**src/rtl/gx_bus_pkg.sv**
```systemverilog
`default_nettype none
// ============================================================================
// Package  : gx_bus_pkg
// Summary  : Shared XF bus widths, owner encoding and arbiter state encoding.
// Revision : 1.0  initial release
// ============================================================================
package gx_bus_pkg;

  localparam int XF_ADDR_W = 16;
  localparam int XF_DATA_W = 32;

  localparam logic OWNER_CP   = 1'b0;
  localparam logic OWNER_HOST = 1'b1;

  typedef enum logic [1:0] {
    ST_IDLE     = 2'd0,
    ST_CP_BURST = 2'd1,
    ST_HOST     = 2'd2
  } arb_state_t;

  // On a tie the requester that did not own the bus last time wins.
  function automatic logic rr_pick(input logic cp_valid, input logic host_valid,
                                   input logic last_owner);
    if (cp_valid && host_valid) begin
      return ~last_owner;
    end
    return host_valid ? OWNER_HOST : OWNER_CP;
  endfunction

endpackage
`default_nettype wire

```
**src/rtl/xf_write_arbiter_if.sv**
```systemverilog
`default_nettype none
// ============================================================================
// Interface : xf_write_arbiter_if
// Summary   : CP request, host request and XF write bus bundle.
// Revision  : 1.0  initial release
// ============================================================================
interface xf_write_arbiter_if
  import gx_bus_pkg::*;
#(
  parameter int ADDR_W = XF_ADDR_W,
  parameter int DATA_W = XF_DATA_W
) ();

  logic              CPReqValid;
  logic              CPReqReady;
  logic [ADDR_W-1:0] CPReqAddr;
  logic [DATA_W-1:0] CPReqData;
  logic              CPReqLast;

  logic              HostReqValid;
  logic              HostReqReady;
  logic [ADDR_W-1:0] HostReqAddr;
  logic [DATA_W-1:0] HostReqData;

  logic              XFWrite;
  logic [ADDR_W-1:0] XFAddr;
  logic [DATA_W-1:0] XFData;
  logic              XFReady;
  logic              ArbOwner;

  // Arbiter side.
  modport slave (
    input  CPReqValid, CPReqAddr, CPReqData, CPReqLast,
    input  HostReqValid, HostReqAddr, HostReqData,
    input  XFReady,
    output CPReqReady, HostReqReady,
    output XFWrite, XFAddr, XFData, ArbOwner
  );

  // Requester / register-file side.
  modport master (
    output CPReqValid, CPReqAddr, CPReqData, CPReqLast,
    output HostReqValid, HostReqAddr, HostReqData,
    output XFReady,
    input  CPReqReady, HostReqReady,
    input  XFWrite, XFAddr, XFData, ArbOwner
  );

endinterface
`default_nettype wire

```
**src/rtl/xf_out_stage.sv**
```systemverilog
`default_nettype none
// ============================================================================
// Module   : xf_out_stage
// Summary  : One-entry registered XF write stage; loads when free, holds while
//            the register file stalls, drains to idle otherwise.
// Revision : 1.0  initial release
// ============================================================================
module xf_out_stage #(
  parameter int ADDR_W = 16,
  parameter int DATA_W = 32
) (
  input  logic              clk,
  input  logic              resetn,
  input  logic              load,
  input  logic [ADDR_W-1:0] load_addr,
  input  logic [DATA_W-1:0] load_data,
  input  logic              ready,
  output logic              valid,
  output logic [ADDR_W-1:0] addr,
  output logic [DATA_W-1:0] data,
  output logic              free
);

  assign free = !valid || ready;

  always_ff @(posedge clk) begin
    if (!resetn) begin
      valid <= 1'b0;
      addr  <= '0;
      data  <= '0;
    end else if (free) begin
      valid <= load;
      if (load) begin
        addr <= load_addr;
        data <= load_data;
      end
    end
  end

endmodule
`default_nettype wire

```
**src/rtl/xf_write_arbiter.sv**
```systemverilog
`default_nettype none
// ============================================================================
// Module   : xf_write_arbiter
// Summary  : Round-robin arbiter sharing the XF write bus between CP XF-load
//            bursts (length-bounded while the host waits) and host writes.
// Revision : 1.0  initial release
// ============================================================================
module xf_write_arbiter
  import gx_bus_pkg::*;
#(
  parameter int ADDR_W       = XF_ADDR_W,
  parameter int DATA_W       = XF_DATA_W,
  parameter int MAX_CP_BEATS = 16
) (
  input  logic              clk,
  input  logic              resetn,
  xf_write_arbiter_if.slave bus
);

  localparam int               CNT_W   = $clog2(MAX_CP_BEATS + 1);
  localparam logic [CNT_W-1:0] MAX_CNT = CNT_W'(MAX_CP_BEATS);

  arb_state_t        state_q;
  arb_state_t        state_d;
  logic              last_owner_q;
  logic              last_owner_d;
  logic [CNT_W-1:0]  beat_cnt_q;
  logic [CNT_W-1:0]  beat_cnt_d;
  logic [CNT_W-1:0]  cnt_after;

  logic              stage_free;
  logic              cp_ready;
  logic              host_ready;
  logic              cp_fire;
  logic              host_fire;
  logic              owner;
  logic              load;
  logic [ADDR_W-1:0] load_addr;
  logic [DATA_W-1:0] load_data;

  always_ff @(posedge clk) begin
    if (!resetn) begin
      state_q      <= ST_IDLE;
      last_owner_q <= OWNER_HOST;
      beat_cnt_q   <= '0;
    end else begin
      state_q      <= state_d;
      last_owner_q <= last_owner_d;
      beat_cnt_q   <= beat_cnt_d;
    end
  end

  always_comb begin
    state_d      = state_q;
    last_owner_d = last_owner_q;
    beat_cnt_d   = beat_cnt_q;
    cnt_after    = (cp_fire && (beat_cnt_q != MAX_CNT)) ? beat_cnt_q + 1'b1 : beat_cnt_q;
    case (state_q)
      ST_IDLE: begin
        if (bus.CPReqValid || bus.HostReqValid) begin
          beat_cnt_d = '0;
          if (rr_pick(bus.CPReqValid, bus.HostReqValid, last_owner_q) == OWNER_HOST) begin
            state_d = ST_HOST;
          end else begin
            state_d = ST_CP_BURST;
          end
        end
      end
      ST_CP_BURST: begin
        beat_cnt_d = cnt_after;
        // Yielding mid-burst is safe: every beat carries its own address.
        if ((cp_fire && bus.CPReqLast) || ((cnt_after == MAX_CNT) && bus.HostReqValid)) begin
          state_d      = ST_IDLE;
          last_owner_d = OWNER_CP;
          beat_cnt_d   = '0;
        end
      end
      ST_HOST: begin
        if (host_fire) begin
          state_d      = ST_IDLE;
          last_owner_d = OWNER_HOST;
        end
      end
      default: begin
        state_d = ST_IDLE;
      end
    endcase
  end

  always_comb begin
    cp_ready   = (state_q == ST_CP_BURST) && stage_free;
    host_ready = (state_q == ST_HOST) && stage_free;
    cp_fire    = cp_ready && bus.CPReqValid;
    host_fire  = host_ready && bus.HostReqValid;
    owner      = (state_q == ST_HOST) ? OWNER_HOST : OWNER_CP;
    load       = cp_fire || host_fire;
    load_addr  = host_fire ? bus.HostReqAddr : bus.CPReqAddr;
    load_data  = host_fire ? bus.HostReqData : bus.CPReqData;
  end

  assign bus.CPReqReady   = cp_ready;
  assign bus.HostReqReady = host_ready;
  assign bus.ArbOwner     = owner;

  xf_out_stage #(
    .ADDR_W (ADDR_W),
    .DATA_W (DATA_W)
  ) u_out_stage (
    .clk       (clk),
    .resetn    (resetn),
    .load      (load),
    .load_addr (load_addr),
    .load_data (load_data),
    .ready     (bus.XFReady),
    .valid     (bus.XFWrite),
    .addr      (bus.XFAddr),
    .data      (bus.XFData),
    .free      (stage_free)
  );

endmodule
`default_nettype wire

```
**src/flat_wrapper.sv**
```systemverilog
// flat-port wrapper written by rule: the top's interface ports become plain ports
module xf_write_arbiter_flat import gx_bus_pkg::*;
#(
  parameter int ADDR_W       = XF_ADDR_W,
  parameter int DATA_W       = XF_DATA_W,
  parameter int MAX_CP_BEATS = 16
)
  (clk, resetn, bus_CPReqValid, bus_CPReqAddr, bus_CPReqData, bus_CPReqLast, bus_HostReqValid, bus_HostReqAddr, bus_HostReqData, bus_XFReady, bus_CPReqReady, bus_HostReqReady, bus_XFWrite, bus_XFAddr, bus_XFData, bus_ArbOwner);
  xf_write_arbiter_if #(.ADDR_W(ADDR_W), .DATA_W(DATA_W)) bus_i ();
  input  logic clk;
  input  logic resetn;
  input wire logic [$bits(bus_i.CPReqValid)-1:0] bus_CPReqValid;
  input wire logic [$bits(bus_i.CPReqAddr)-1:0] bus_CPReqAddr;
  input wire logic [$bits(bus_i.CPReqData)-1:0] bus_CPReqData;
  input wire logic [$bits(bus_i.CPReqLast)-1:0] bus_CPReqLast;
  input wire logic [$bits(bus_i.HostReqValid)-1:0] bus_HostReqValid;
  input wire logic [$bits(bus_i.HostReqAddr)-1:0] bus_HostReqAddr;
  input wire logic [$bits(bus_i.HostReqData)-1:0] bus_HostReqData;
  input wire logic [$bits(bus_i.XFReady)-1:0] bus_XFReady;
  output wire logic [$bits(bus_i.CPReqReady)-1:0] bus_CPReqReady;
  output wire logic [$bits(bus_i.HostReqReady)-1:0] bus_HostReqReady;
  output wire logic [$bits(bus_i.XFWrite)-1:0] bus_XFWrite;
  output wire logic [$bits(bus_i.XFAddr)-1:0] bus_XFAddr;
  output wire logic [$bits(bus_i.XFData)-1:0] bus_XFData;
  output wire logic [$bits(bus_i.ArbOwner)-1:0] bus_ArbOwner;
  assign bus_i.CPReqValid = bus_CPReqValid;
  assign bus_i.CPReqAddr = bus_CPReqAddr;
  assign bus_i.CPReqData = bus_CPReqData;
  assign bus_i.CPReqLast = bus_CPReqLast;
  assign bus_i.HostReqValid = bus_HostReqValid;
  assign bus_i.HostReqAddr = bus_HostReqAddr;
  assign bus_i.HostReqData = bus_HostReqData;
  assign bus_i.XFReady = bus_XFReady;
  assign bus_CPReqReady = bus_i.CPReqReady;
  assign bus_HostReqReady = bus_i.HostReqReady;
  assign bus_XFWrite = bus_i.XFWrite;
  assign bus_XFAddr = bus_i.XFAddr;
  assign bus_XFData = bus_i.XFData;
  assign bus_ArbOwner = bus_i.ArbOwner;
  xf_write_arbiter #(.ADDR_W(ADDR_W), .DATA_W(DATA_W), .MAX_CP_BEATS(MAX_CP_BEATS)) u_core (.clk(clk), .resetn(resetn), .bus(bus_i));
endmodule
```
**config.mk**
```make
export PLATFORM = sky130hd
export DESIGN_NAME = xf_write_arbiter_flat
export DESIGN_NICKNAME = d
export VERILOG_FILES = /design/src/rtl/gx_bus_pkg.sv /design/src/rtl/xf_write_arbiter_if.sv /design/src/rtl/xf_out_stage.sv /design/src/rtl/xf_write_arbiter.sv /design/src/flat_wrapper.sv
export SDC_FILE = /design/constraint.sdc
export NUM_CORES = 1
export LEC_CHECK = 0
export BUFFER_PORTS_ARGS = -buffer_cell sky130_fd_sc_hd__buf_2
export CELL_PAD_IN_SITES_DETAIL_PLACEMENT = 1
export CELL_PAD_IN_SITES_GLOBAL_PLACEMENT = 1
export CORE_UTILIZATION = 28
export DETAILED_ROUTE_END_ITERATION = 10
export GPL_TIMING_DRIVEN = 1
export PLACE_DENSITY = 0.82
export SLEW_MARGIN = 20
export SYNTH_ARGS = -nofsm -noshare
export SYNTH_HDL_FRONTEND = slang
export SYNTH_SLANG_ARGS = --single-unit
```
**constraint.sdc**
```tcl
create_clock -name clk -period 6.3 [get_ports clk]
set_clock_uncertainty 0.15 [all_clocks]
set_input_delay 0.945 -clock clk [delete_from_list [all_inputs] [get_ports clk]]
set_output_delay 0.945 -clock clk [all_outputs]
set_load 0.02 [all_outputs]
```
Word level (Yosys, flattened, before mapping)
Cells that the tools add are included.
- flip-flop bits (word level): 57
- logic and storage cells: 58
- add/subtract/negate cells: 1
- eq/ne operators: 7
- multiplexer cells: 23
- bitwise logic cells: 1
- reductions and logical operators: 20
- operator list (cell ; number):
    $mux W32 ; 1
    $mux W16 ; 1
    $mux W5 ; 3
    $mux W1 ; 11
    $pmux W5 S2 ; 1
    $logic_and A1 B1 Y1 ; 8
    $mux W2 ; 4
    $ne A2 B1 Y1 const B ; 3
    $pmux W2 S3 ; 1
    $reduce_and A3 Y1 ; 2
    $add A5 B1 Y5 const B ; 1
    $eq A5 B5 Y1 const B ; 1
    $ne A5 B5 Y1 const B ; 1
    $logic_or A1 B1 Y1 ; 4
    $reduce_and A2 Y1 ; 2
    $reduce_bool A2 Y1 ; 2
    $eq A2 B1 Y1 const B ; 1
    $eq A2 B2 Y1 const B ; 1
    $logic_not A2 Y1 ; 1
    $pmux W1 S2 ; 1
    $logic_not A1 Y1 ; 1
    $not A1 Y1 ; 1

Depth between registers and ports, before layout
- word-level depth: 11
- depth in mapped cells: 9

Hierarchy
A second synthesis with hierarchy kept.
- cell total of the unflattened synthesis: 338
- area, all modules: 3106.7 um^2
- modules (own cells, without submodules) (module ; instances ; cells an instance ; area each (um^2) ; seq. area each (um^2)):
    xf_out_stage ; 1 ; 214 ; 1945.6 ; 980.9
    xf_write_arbiter ; 1 ; 124 ; 1161.1 ; 160.2

Least setup slack after synthesis
No wires, ideal clock.
- kind: in2out
- from: input bus_XFReady
- to: output bus_HostReqReady
- arrival time: 1392 ps
- path slack: 3813 ps
- stages on the path: 2
- cells stage by stage: nand2b_1 > and2_1
- longest elaborated chain between the ends: 2
- RTL lines (what ; RTL line ; RTL):
    start: declaration ; flat_wrapper.sv:19 ; input wire logic [$bits(bus_i.XFReady)-1:0] bus_XFReady;
    $logic_or A1 B1 Y1 ; xf_out_stage.sv:24 ; assign free = !valid || ready;
    $logic_and A1 B1 Y1 ; xf_write_arbiter.sv:92 ; host_ready = (state_q == ST_HOST) && stage_free;
    end: declaration ; flat_wrapper.sv:21 ; output wire logic [$bits(bus_i.HostReqReady)-1:0] bus_HostReqReady;
Every way passes these cells.

Final worst setup path
- from: input bus_XFReady
- to: register u_core.beat_cnt_q[3]
- longest elaborated chain between the ends: 10
- elaborated cells between the ends (all ways): 11
- RTL lines (what ; RTL line ; RTL):
    $logic_or A1 B1 Y1 (*) ; xf_out_stage.sv:24 ;
    $logic_and A1 B1 Y1 (*) ; xf_write_arbiter.sv:91 ; cp_ready = (state_q == ST_CP_BURST) && stage_free;
    $logic_and A1 B1 Y1 (*) ; xf_write_arbiter.sv:93 ; cp_fire = cp_ready && bus.CPReqValid;
    $logic_and A1 B1 Y1 ; xf_write_arbiter.sv:57 ; cnt_after = (cp_fire && (beat_cnt_q != MAX_CNT)) ? beat_cnt_q + 1'b1 : beat_cnt_q;
    $mux W5 ; xf_write_arbiter.sv:57 ;
    $eq A5 B5 Y1 ; xf_write_arbiter.sv:72 ; if ((cp_fire && bus.CPReqLast) || ((cnt_after == MAX_CNT) && bus.HostReqValid)) begin
    $logic_and A1 B1 Y1 ; xf_write_arbiter.sv:72 ;
    $logic_or A1 B1 Y1 ; xf_write_arbiter.sv:72 ;
    $mux W5 (*) ; xf_write_arbiter.sv:72 ;
    $pmux W5 S2 (*) ; xf_write_arbiter.sv:58 ; case (state_q)
    end signal: assignment ; xf_write_arbiter.sv:49 ; beat_cnt_q <= beat_cnt_d;
    end: declaration ; xf_write_arbiter.sv:27 ; logic [CNT_W-1:0] beat_cnt_q;
Every way passes the cells marked *; elsewhere a longest branch is shown, timed or not.
A chain may end at the register's enable or synchronous reset.

==> flow_summary_export.csv <==
group,metric,value,unit
routing,drt_iter0_markers,43,
global_route,grt-ovfl-total,0,
pwr,max-vdd-ir-drop,0.000121,V
flow_run,max_cap_violations,0,
logic_synthesis,ys_dominant_reg_cell,"dfxtp_1",
logic_synthesis,ys_seq_area_share,40.7,%
clock_tree,clockBufferDepth,2,
logic_synthesis,syn-num-nets,412,
logic_synthesis,syn_avg_cell_area,9.19,um^2
critical_path,crit_path_start_kind,"input port",
timing,worstMarginPinSlew,0.995,ns
clock_tree,clk_latency,0.33,ns
global_route,grt_max_degree,100,
timing,period_needed,2.96,ns
clock_tree,cts-buffers-inserted,9,
clock_tree,htree_levels,3,
final_layout,multiInputGateArea,1550,um^2
routing,vias_per_cell,4.90,
timing,slew_headroom,33.6,%
logic_synthesis,synthArstFlopShare,0,%
critical_path,required,6.42,ns
logic_synthesis,synth_edf_count,0,
pwr,p_leak,1.70,nW
routing,drt_first_pass_iters,4,
routing,vias,2861,
global_route,grt_pass1_vias,2963,
final_layout,seqCellArea,1140,um^2
final_layout,syn2layout_area_growth,38.1,%
floorplan,dieHeight,102,um
logic_synthesis,synth-simple-area-share,15.2,%
critical_path,worstPathArrival,3.08,ns
global_route,gr-usage-all-layers,16.7,%
routing,postRouteWirelength,8480,um
logic_synthesis,synth_mux_area_share,17.8,%
logic_synthesis,yosysTopAreaCellShare,40.7,%
logic_synthesis,synth_cell_types,39,
timing,hold_viol_final,0,
clock_tree,post-cts-setup-buffer-count,0,
floorplan,core-area,9730,um^2
logic_synthesis,synth_area_leaders,"dfxtp_1, mux2i_1, a211oi_1, nor2_1, ha_1",
logic_synthesis,netlist_area,2800,um^2
final_layout,final.fill_count,1200,
critical_path,setup.worst_path.end_class,"flop",
global_route,antenna_found_initial,0,
floorplan,initial_utilization,28.8,%
placement,gp_congestion,0.747,
logic_synthesis,synth-compound-area-share,18.7,%
logic_synthesis,synth_adder_area_share,2.23,%
logic_synthesis,synth_warnings,0,
timing,setup_viol,0,
final_layout,final_nets,554,
logic_synthesis,yosys.area.top_type,"dfxtp_1",
logic_synthesis,netlist_instances,305,
floorplan,die_area,10400,um^2
floorplan,ios,154,
pwr,power_density,345,nW/um^2
floorplan,row_count,36,
routing,drcViolationCount,0,
critical_path,worstSetupPathType,"input port to flop",
placement,dp.final_hpwl,6020,um
floorplan,die_w,102,um
timing,period_share,46.9,%
timing,max_freq,338,MHz
logic_synthesis,synth_xor_area_share,0.625,%
clock_tree,path_clk_slew,0.07,ns
global_route,grt_pass1_wl,13700,um
logic_synthesis,synth_seq_cells,57,
clock_tree,cts_sinks,57,
critical_path,cp_max_fo,20,
min_path,hold_class,"flop to flop",
routing,ant_nets,0,
clock_tree,holdBufCountCts,0,
timing,slew_violations,0,
final_layout,drive_gt1_share,39.2,%
placement,port_buffers,153,
clock_tree,post_cts_resized,0,
final_layout,n_antenna_cell,0,
clock_tree,tritoncts,"yes",
logic_synthesis,synth_top_family_by_area,"compound AO/OA/AOI/OAI gates",
timing,holdWs,0.333,ns
timing,setup_tns,0,ns
status,outcome,"finished clean",
clock_tree,clock-root-buffer,"clkbuf_8",
timing,grt_setup_unrepaired,"false",
routing,wire_per_inst,14.5,um
-- sequential cells by signal (all words and copies together) (netlist names) --
name	flops
u_core.u_out_stage.data	32
u_core.u_out_stage.addr	16
u_core.beat_cnt_q	5
u_core.state_q	2
u_core.last_owner_q	1
u_core.u_out_stage.valid	1
-- report_power, final --
group | switching (mW) | internal [mW]
sequential | 0.0398 | 0.435
combinational | 0.299 | 0.214
clock | 0.148 | 0.201
-- metrics by stage --
stage | setup WS (ns) | total power, mW | instance area [um^2] | utilization [%] | cells
6_report | 3.34 | 1.34 | 3870 | 39.8 | 584
5_1_grt | 3.22 | 1.42 | 3870 | 39.8 | 584
4_1_cts | 3.10 | 1.35 | 3840 | 39.5 | 583
3_5_place_dp | 2.75 | 0.989 | 3650 | 37.5 | 568
3_3_place_gp | 2.80 | 0.972 | 3650 | 37.5 | 568
2_1_floorplan | 3.81 | 0.827 | 2800 | - | 305
-- per-layer routing --
metal	vias to the layer above	part of all wire (%)	GRT usage [%]
li1	1397	-	-
met1	1364	42	18.8
met2	88	52	30.0
met3	12	5.4	4.72
met4	0	1.4	6.15
met5	-	0	0
-- Yosys cell counts (all sizes together), types with 4 or more instances --
cell / instances
mux2i: 50
nor2: 56
nand4: 4
a211oi: 49
clkbuf: 14
inv: 6
ha: 5
and2: 4
nand3: 7
nand2: 11
buf: 10
dfxtp: 57
-- kinds of logic after synthesis --
logic type	count (synthesis)
muxes	50
xor gates and xnor gates	2
DFF	57
adders and majority gates	5
AOI/OAI and AO/OA	68
buffers and inverters	30
and+or+nand+nor	93
-- worst paths after layout --
check / slack, ns / end / cells after the start / startpoint
worst max-delay path: 3.34 / u_core.beat_cnt_q[3]$_SDFFE_PN0P_ / 8 / bus_XFReady
worst min register to register: 0.33 / u_core.state_q[1]$_SDFFE_PN0P_ / 2 / u_core.state_q[1]$_SDFFE_PN0P_
worst max register to register: 3.42 / u_core.beat_cnt_q[3]$_SDFFE_PN0P_ / 9 / u_core.state_q[1]$_SDFFE_PN0P_
worst min-delay path: 0.33 / u_core.state_q[1]$_SDFFE_PN0P_ / 2 / u_core.state_q[1]$_SDFFE_PN0P_
-- worst max-delay path: stages --
cell and delay, ns:
buf_2 0.08, and2b_4 0.20, nor2_4 0.56, buf_16 0.24, buf_4 0.35, nand4_1 0.16, or4_1 0.42, nand3_1 0.10
-- cell usage in the layout (no fill, tap or decap), types with 2 or more instances in the layout --
master,instances
a211oi_1,49
nor2_1,54
a31oi_1,2
mux2i_1,50
clkinv_2,2
nand4_1,4
and2_1,4
xnor2_1,2
nor3b_1,2
dfxtp_1,57
nand2_1,10
ha_1,5
a21oi_1,3
a41oi_1,2
clkbuf_8,11
buf_2,153
inv_1,5
o21ai_1,2
nand3_1,7
nor3_1,2
-- cell type report --
cell class	count	area share [%]
Clock buffer	12	4.01
Clock inverter	3	1.03
Inverter	6	0.582
Multi-Input combinational cell	218	39.9
Sequential cell	57	29.5
Tap cell	133	4.30
Timing Repair Buffer	155	20.7
No activity file was read; power rests on OpenSTA's default activity.
